==> config.mk <==
export PLATFORM = sky130hd
export DESIGN_NAME = ex_muldiv_unit
export DESIGN_NICKNAME = d
export VERILOG_FILES = /design/src/rtl/ex_muldiv_unit_pkg.sv /design/src/rtl/muldiv_datapath.sv /design/src/rtl/ex_muldiv_unit.sv
export SDC_FILE = /design/constraint.sdc
export NUM_CORES = 1
export LEC_CHECK = 0
export ABC_AREA = 0
export BUFFER_PORTS_ARGS = -buffer_cell sky130_fd_sc_hd__buf_2
export CAP_MARGIN = 25
export CORE_UTILIZATION = 50
export DETAILED_ROUTE_END_ITERATION = 10
export GPL_ROUTABILITY_DRIVEN = 1
export PLACE_DENSITY = 0.76
export SLEW_MARGIN = 20
export SYNTH_ARGS = -nofsm -noshare
export SYNTH_HDL_FRONTEND = slang
export SYNTH_HIERARCHICAL = 1
export SYNTH_SLANG_ARGS = --single-unit
==> constraint.sdc <==
create_clock -name clk -period 3.65 [get_ports clk]
set_clock_uncertainty 0.05 [all_clocks]
set_input_delay 0.5475 -clock clk [delete_from_list [all_inputs] [get_ports clk]]
set_output_delay 0.5475 -clock clk [all_outputs]
set_load 0.01 [all_outputs]
==> src/rtl/ex_muldiv_unit_pkg.sv <==
// Shared encodings and decode helpers for the EX-stage RV32M multiply/divide unit.
package ex_muldiv_unit_pkg;

  typedef enum logic [2:0] {
    MULDIV_MUL    = 3'd0,
    MULDIV_MULH   = 3'd1,
    MULDIV_MULHSU = 3'd2,
    MULDIV_MULHU  = 3'd3,
    MULDIV_DIV    = 3'd4,
    MULDIV_DIVU   = 3'd5,
    MULDIV_REM    = 3'd6,
    MULDIV_REMU   = 3'd7
  } muldiv_op_e;

  typedef enum logic [1:0] {
    IDLE = 2'd0,
    CALC = 2'd1,
    FIX  = 2'd2,
    DONE = 2'd3
  } state_e;

  function automatic logic op_is_div(input muldiv_op_e op);
    return op[2];
  endfunction

  function automatic logic op_is_rem(input muldiv_op_e op);
    return op[2] & op[1];
  endfunction

  // MULHSU treats rs2 as unsigned, so only rs1 carries a sign for it.
  function automatic logic op_a_signed(input muldiv_op_e op);
    return (op == MULDIV_MULH) || (op == MULDIV_MULHSU) ||
           (op == MULDIV_DIV)  || (op == MULDIV_REM);
  endfunction

  function automatic logic op_b_signed(input muldiv_op_e op);
    return (op == MULDIV_MULH) || (op == MULDIV_DIV) || (op == MULDIV_REM);
  endfunction

endpackage

==> src/rtl/muldiv_datapath.sv <==
// Shared shift register datapath: shift-add multiply and restoring divide on magnitudes.
module muldiv_datapath #(
  parameter int XLEN = 32
) (
  input  logic              clk,
  input  logic              rst,
  input  logic              load,
  input  logic              step,
  input  logic              is_div,
  input  logic [XLEN-1:0]   a_mag,
  input  logic [XLEN-1:0]   b_mag,
  output logic [2*XLEN-1:0] product,
  output logic [XLEN-1:0]   quotient,
  output logic [XLEN-1:0]   remainder
);

  // hi: product high half / partial remainder; lo: multiplier / dividend-quotient; b: addend / divisor
  logic [XLEN-1:0] hi_q, hi_d;
  logic [XLEN-1:0] lo_q, lo_d;
  logic [XLEN-1:0] b_q, b_d;
  logic [XLEN:0]   add_sum;
  logic [XLEN:0]   shifted;
  logic [XLEN:0]   diff;

  // NOTE: every always_comb output gets a default first so no path can infer a latch.
  always_comb begin
    hi_d    = hi_q;
    lo_d    = lo_q;
    b_d     = b_q;
    add_sum = {1'b0, hi_q} + (lo_q[0] ? {1'b0, b_q} : '0);
    shifted = {hi_q, lo_q[XLEN-1]};
    // shifted < 2*divisor always, so bit XLEN of the difference is exactly the borrow.
    diff    = shifted - {1'b0, b_q};

    if (load) begin
      hi_d = '0;
      lo_d = is_div ? a_mag : b_mag;
      b_d  = is_div ? b_mag : a_mag;
    end else if (step) begin
      if (is_div) begin
        if (!diff[XLEN]) begin
          hi_d = diff[XLEN-1:0];
          lo_d = {lo_q[XLEN-2:0], 1'b1};
        end else begin
          hi_d = shifted[XLEN-1:0];
          lo_d = {lo_q[XLEN-2:0], 1'b0};
        end
      end else begin
        hi_d = add_sum[XLEN:1];
        lo_d = {add_sum[0], lo_q[XLEN-1:1]};
      end
    end
  end

  // NOTE: sequential state uses non-blocking assignments so all flops update together.
  always_ff @(posedge clk or negedge rst) begin
    if (!rst) begin
      hi_q <= '0;
      lo_q <= '0;
      b_q  <= '0;
    end else begin
      hi_q <= hi_d;
      lo_q <= lo_d;
      b_q  <= b_d;
    end
  end

  assign product   = {hi_q, lo_q};
  assign quotient  = lo_q;
  assign remainder = hi_q;

endmodule

==> src/rtl/ex_muldiv_unit.sv <==
// EX-stage iterative RV32M unit: FSM, iteration counter, special-case bypass, sign fix-up and stall.
module ex_muldiv_unit
  import ex_muldiv_unit_pkg::*;
#(
  parameter int XLEN  = 32,
  parameter int CNT_W = 6
) (
  input  logic            clk,
  input  logic            rst,
  input  logic            start,
  input  logic [2:0]      funct3,
  input  logic [XLEN-1:0] rs1_data,
  input  logic [XLEN-1:0] rs2_data,
  input  logic            flush,
  output logic            stall_req,
  output logic            done,
  output logic [XLEN-1:0] result
);

  state_e          state_q, state_d;
  logic [CNT_W-1:0] cnt_q, cnt_d;
  muldiv_op_e      op_q, op_d;
  logic            neg_a_q, neg_a_d;
  logic            neg_b_q, neg_b_d;
  logic [XLEN-1:0] result_q, result_d;
  logic            done_q, done_d;

  muldiv_op_e      op_in;
  logic            a_neg_in, b_neg_in;
  logic [XLEN-1:0] a_mag_in, b_mag_in;
  logic            div_by_zero, div_ovf, special;
  logic [XLEN-1:0] special_res;
  logic            accept, dp_is_div;

  logic [2*XLEN-1:0] product, prod_fix;
  logic [XLEN-1:0]   quotient, remainder, quo_fix, rem_fix, fix_res;

  always_comb begin
    op_in       = muldiv_op_e'(funct3);
    a_neg_in    = op_a_signed(op_in) & rs1_data[XLEN-1];
    b_neg_in    = op_b_signed(op_in) & rs2_data[XLEN-1];
    a_mag_in    = a_neg_in ? -rs1_data : rs1_data;
    b_mag_in    = b_neg_in ? -rs2_data : rs2_data;
    div_by_zero = op_is_div(op_in) && (rs2_data == '0);
    div_ovf     = ((op_in == MULDIV_DIV) || (op_in == MULDIV_REM)) &&
                  (rs1_data == {1'b1, {(XLEN-1){1'b0}}}) && (rs2_data == '1);
    special     = div_by_zero | div_ovf;
    if (div_by_zero) special_res = op_is_rem(op_in) ? rs1_data : '1;
    else             special_res = op_is_rem(op_in) ? '0 : rs1_data;
    accept      = (state_q == IDLE) && start && !flush;
    dp_is_div   = (state_q == IDLE) ? op_is_div(op_in) : op_is_div(op_q);
  end

  muldiv_datapath #(.XLEN(XLEN)) u_datapath (
    .clk       (clk),
    .rst       (rst),
    .load      (accept),
    .step      ((state_q == CALC) && !flush),
    .is_div    (dp_is_div),
    .a_mag     (a_mag_in),
    .b_mag     (b_mag_in),
    .product   (product),
    .quotient  (quotient),
    .remainder (remainder)
  );

  // Remainder follows the dividend's sign; product and quotient follow the sign mismatch.
  always_comb begin
    prod_fix = (neg_a_q ^ neg_b_q) ? -product : product;
    quo_fix  = (neg_a_q ^ neg_b_q) ? -quotient : quotient;
    rem_fix  = neg_a_q ? -remainder : remainder;
    fix_res  = '0;
    case (op_q)
      MULDIV_MUL:                             fix_res = prod_fix[XLEN-1:0];
      MULDIV_MULH, MULDIV_MULHSU, MULDIV_MULHU: fix_res = prod_fix[2*XLEN-1:XLEN];
      MULDIV_DIV, MULDIV_DIVU:                fix_res = quo_fix;
      MULDIV_REM, MULDIV_REMU:                fix_res = rem_fix;
      default:                                fix_res = '0;
    endcase
  end

  always_comb begin
    state_d  = state_q;
    cnt_d    = cnt_q;
    op_d     = op_q;
    neg_a_d  = neg_a_q;
    neg_b_d  = neg_b_q;
    result_d = result_q;
    case (state_q)
      IDLE: begin
        if (accept) begin
          op_d    = op_in;
          neg_a_d = a_neg_in;
          neg_b_d = b_neg_in;
          cnt_d   = '0;
          if (special) begin
            result_d = special_res;
            state_d  = DONE;
          end else begin
            state_d = CALC;
          end
        end
      end
      CALC: begin
        if (flush) begin
          state_d = IDLE;
          cnt_d   = '0;
        end else if (cnt_q == CNT_W'(XLEN-1)) begin
          state_d = FIX;
          cnt_d   = '0;
        end else begin
          cnt_d = cnt_q + 1'b1;
        end
      end
      FIX: begin
        if (flush) begin
          state_d = IDLE;
        end else begin
          result_d = fix_res;
          state_d  = DONE;
        end
      end
      DONE:    state_d = IDLE;
      default: state_d = IDLE;
    endcase
    done_d = (state_d == DONE);
  end

  always_ff @(posedge clk or negedge rst) begin
    if (!rst) begin
      state_q  <= IDLE;
      cnt_q    <= '0;
      op_q     <= MULDIV_MUL;
      neg_a_q  <= 1'b0;
      neg_b_q  <= 1'b0;
      result_q <= '0;
      done_q   <= 1'b0;
    end else begin
      state_q  <= state_d;
      cnt_q    <= cnt_d;
      op_q     <= op_d;
      neg_a_q  <= neg_a_d;
      neg_b_q  <= neg_b_d;
      result_q <= result_d;
      done_q   <= done_d;
    end
  end

  // A flush releases the upstream stages in the same cycle it arrives.
  assign stall_req = !flush && ((state_q == CALC) || (state_q == FIX) ||
                                ((state_q == IDLE) && start));
  assign done      = done_q;
  assign result    = result_q;

endmodule

==> impl_metrics.py <==
metrics = {
    "run_status": {
        "status": "finished, final reports clean",
    },
    "floorplan": {
        "fp-row-count": 69,
        "pin_count": 105,
        "dieWidth_microns": 191,
        "die_area_sq_um": 36600,
        "die_height_microns": 191,
        "initial_core_util": 0.507,
        "core_sq_um": 35400,
    },
    "power": {
        "p_sw_mw": 10.6,
        "seqPwrFrac": 0.174,
        "swShare": 0.557,
        "clock_power_share": 0.094,
        "ir_drop_mv": 0.691,
        "combPwrFrac": 0.732,
        "powerDensity_nw_per_um2": 937,
        "fin_total_pwr_mw": 19.0,
        "cellLeakagePower_nw": 8.82,
        "intPower_mw": 8.41,
    },
    "synthesis": {
        "ys_ff_latch": 142,
        "async_flop_share": 1.00,
        "synth_top_family_by_area": "compound AO/OA/AOI/OAI gates",
        "synthCells": 2387,
        "synth_compound_area_frac": 0.266,
        "synth_ff_type": "dfrtp_1",
        "synth_xor_area_frac": 0.0933,
        "synth_area_leaders": "dfrtp_1, mux2i_1, a21oi_1, ha_1, xnor2_1",
        "yosys_warnings": 6,
        "synth_edf_count": 0,
        "syn-cell-area_sq_um": 17900,
        "synth_nets": 2534,
        "yosysTopAreaCell": "dfrtp_1",
        "synth_top_area_share": 0.198,
        "synth_fa_ha_area_frac": 0.0538,
        "synth-simple-area-share": 0.240,
        "avgSynthCellArea_sq_um": 7.52,
        "ys_seq_area_frac": 0.198,
        "ys_types": 97,
        "muxShareOfSynthArea": 0.0716,
    },
    "sta": {
        "setup_viol": 0,
        "timing.final.crit_share": 0.992,
        "relSlewSlack": 0.153,
        "fmax_ghz": 0.276,
        "slew_violations": 0,
        "worstMarginPinSlew_ns": 1.27,
        "period_needed_ns": 3.62,
        "rsz0062_at_grt": "true",
        "final_hold_viol_count": 0,
    },
    "placed_design": {
        "dp_hpwl_microns": 61700,
        "portBuffers": 104,
        "routabilityCongestion": 1.08,
        "place_inst": 2941,
    },
    "flow_run": {
        "max_cap_violations": 0,
    },
    "global_routing": {
        "grt_use_total": 0.434,
        "grt_pass1_vias": 18900,
        "grt_max_degree": 83,
        "grt_pass1_wl_microns": 118000,
        "antenna_found_initial": 2,
        "gr-total-overflow": 0,
    },
    "cells_and_area": {
        "synthToLayoutAreaGrowth_pct": 13.0,
        "num_antenna_cells": 0,
        "mostFrequentLayoutCell": "nor2_1",
        "fin_cells": 2979,
        "drive_above_1_share": 0.162,
        "layout_common_cells": "nor2_1, a21oi_1, buf_4, nand2_1, dfrtp_1",
        "layout.nets": 2652,
    },
    "drt": {
        "routed_wl_microns": 80300,
        "ant_nets": 0,
        "vias": 20400,
        "dr.pass1.iters": 6,
        "post_drt_wl_per_cell_microns": 27.0,
        "vias_per_cell": 6.86,
        "first_iter_violations": 2739,
        "drc": 0,
    },
    "setup_path": {
        "ff2ff_path_depth": 8,
        "cp_max_fo": 41,
        "critical_path.cell_chain": "xnor2_2 -> buf_12 -> nor4_1 -> a21oi_1 -> o311a_1 -> o2111ai_1 -> o32ai_2 -> o21ai_0",
        "crit_type": "reg2reg",
        "cpMaxStageDelayCell": "a21oi_1",
        "r2r_start": "neg_b_q$_DFFE_PN0P_",
        "r2r-end": "result[20]$_DFFE_PN0P_",
        "crit_required_ns": 3.93,
        "start_kind": "register",
        "cpPeakStageDelay_ns": 0.96,
        "end_kind": "register",
        "ff2ff_setup_slack_ns": 0.03,
        "worstPathArrival_ns": 3.90,
    },
    "clock_network": {
        "htree_num_levels": 4,
        "root_buffer": "clkbuf_16",
        "cts_buffers": 17,
        "cts.path.max_buffers": 2,
        "cts_tree": "done",
        "clk_latency_ns": 0.46,
        "clk_pin_slew_worst_paths_ns": 0.07,
        "clock_sinks": 142,
    },
    "hold_path": {
        "hold_path_class": "in2async",
    },
}
==> cell families after synthesis <==
kind of cell,Yosys count
adders and majority gates,76
buffers and inverters,291
muxes,128
and+or+nand+nor,840
xor gates and xnor gates,191
AOI/OAI and AO/OA,719
DFF,142
==> power by group through the flow <==
stage                     logic (mW)  registers, mW  clock network, mW
after CTS                       13.2           3.21               1.79
after detailed placement        13.1           3.24                  0
final                           13.9           3.30               1.79
after global placement          12.9           3.22                  0
after floorplan                 8.99           3.00                  0
after global routing            14.7           3.31               1.85
==> Yosys cell counts, types with 39 or more instances <==
library cell / number
dfrtp_1: 142
ha_1: 74
inv_1: 79
nand2_1: 176
o31ai_1: 52
nor2_1: 231
a211oi_1: 53
xnor2_1: 101
clkbuf_1: 117
buf_4: 67
nor4_1: 50
o21ai_0: 105
a21oi_1: 208
xor2_1: 90
nor3_1: 80
nand3_1: 43
a31oi_1: 39
mux2i_1: 125
==> registers in the layout, indices dropped and copies added, names as in the netlist <==
| signal | count |
|---|---|
| u_datapath/remainder | 32 |
| neg_a_q | 1 |
| u_datapath/b_q | 32 |
| done | 1 |
| cnt_q | 6 |
| neg_b_q | 1 |
| result | 32 |
| state_q | 2 |
| u_datapath/quotient | 32 |
| op_q | 3 |
==> through the flow <==
stage / hold WS, ns / setup WS (ns) / utilization / TNS, ns / area (sq um)
after CTS: 0.0497 / 0.0323 / 0.569 / 0 / 20100
after floorplan: 0.202 / 0.510 / - / 0 / 17900
final: 0.0196 / 0.0310 / 0.572 / 0 / 20300
after global routing: 0.0741 / -0.0371 / 0.572 / -0.0908 / 20300
after global placement: 0.409 / -0.0423 / 0.553 / -0.0517 / 19600
after detailed placement: 0.410 / -0.0688 / 0.553 / -0.0869 / 19600
==> how the worst max path moves through the flow <==
stage / from / to / slack [ns] / cells after the start
floorplan: u_datapath/quotient[0]$_DFFE_PN0P_ / u_datapath/remainder[31]$_DFFE_PN0P_ / 0.51 / 15
finish: neg_b_q$_DFFE_PN0P_ / result[20]$_DFFE_PN0P_ / 0.03 / 8
CTS: u_datapath/quotient[0]$_DFFE_PN0P_ / u_datapath/remainder[30]$_DFFE_PN0P_ / 0.03 / 16
global route: u_datapath/quotient[0]$_DFFE_PN0P_ / result[14]$_DFFE_PN0P_ / -0.04 / 12
global placement: rs1_data[10] / u_datapath/quotient[31]$_DFFE_PN0P_ / -0.04 / 10
detailed placement: u_datapath/quotient[0]$_DFFE_PN0P_ / u_datapath/remainder[30]$_DFFE_PN0P_ / -0.07 / 16
==> critical path: cells and delay by family (launching register included) <==
family	cells	cell delay, ns
compound gates	5	1.89
simple gates	1	0.09
xor+xnor	1	0.65
flops	1	0.47
buf+inv	1	0.31
==> per-layer routing <==
metal,global-route usage,up-vias,share of wire
met1,0.556,9694,0.38
li1,-,9013,-
met5,0,-,0.00017
met2,0.648,1386,0.43
met4,0.292,2,0.074
met3,0.0979,329,0.11
==> layout make-up <==
cell class / count / area, sq um
well taps: 461 / 577
repair buffers: 309 / 2140
clock buffers: 17 / 425
fillers: 3380 / 15100
inverters: 81 / 307
flip-flops and latches: 142 / 3550
multi-input cells: 1954 / 13100
clock inverters: 15 / 155
==> what timing repair did <==
item / 4_1_cts / 5_1_grt
endpoints found under the setup margin: 2 / 20
resized for setup: 1 / 11
pin swaps: 0 / 3
buffers inserted: 0 / 6
hold buffers: 0 / 0
Note: power is estimated with default switching activity, not from simulation.
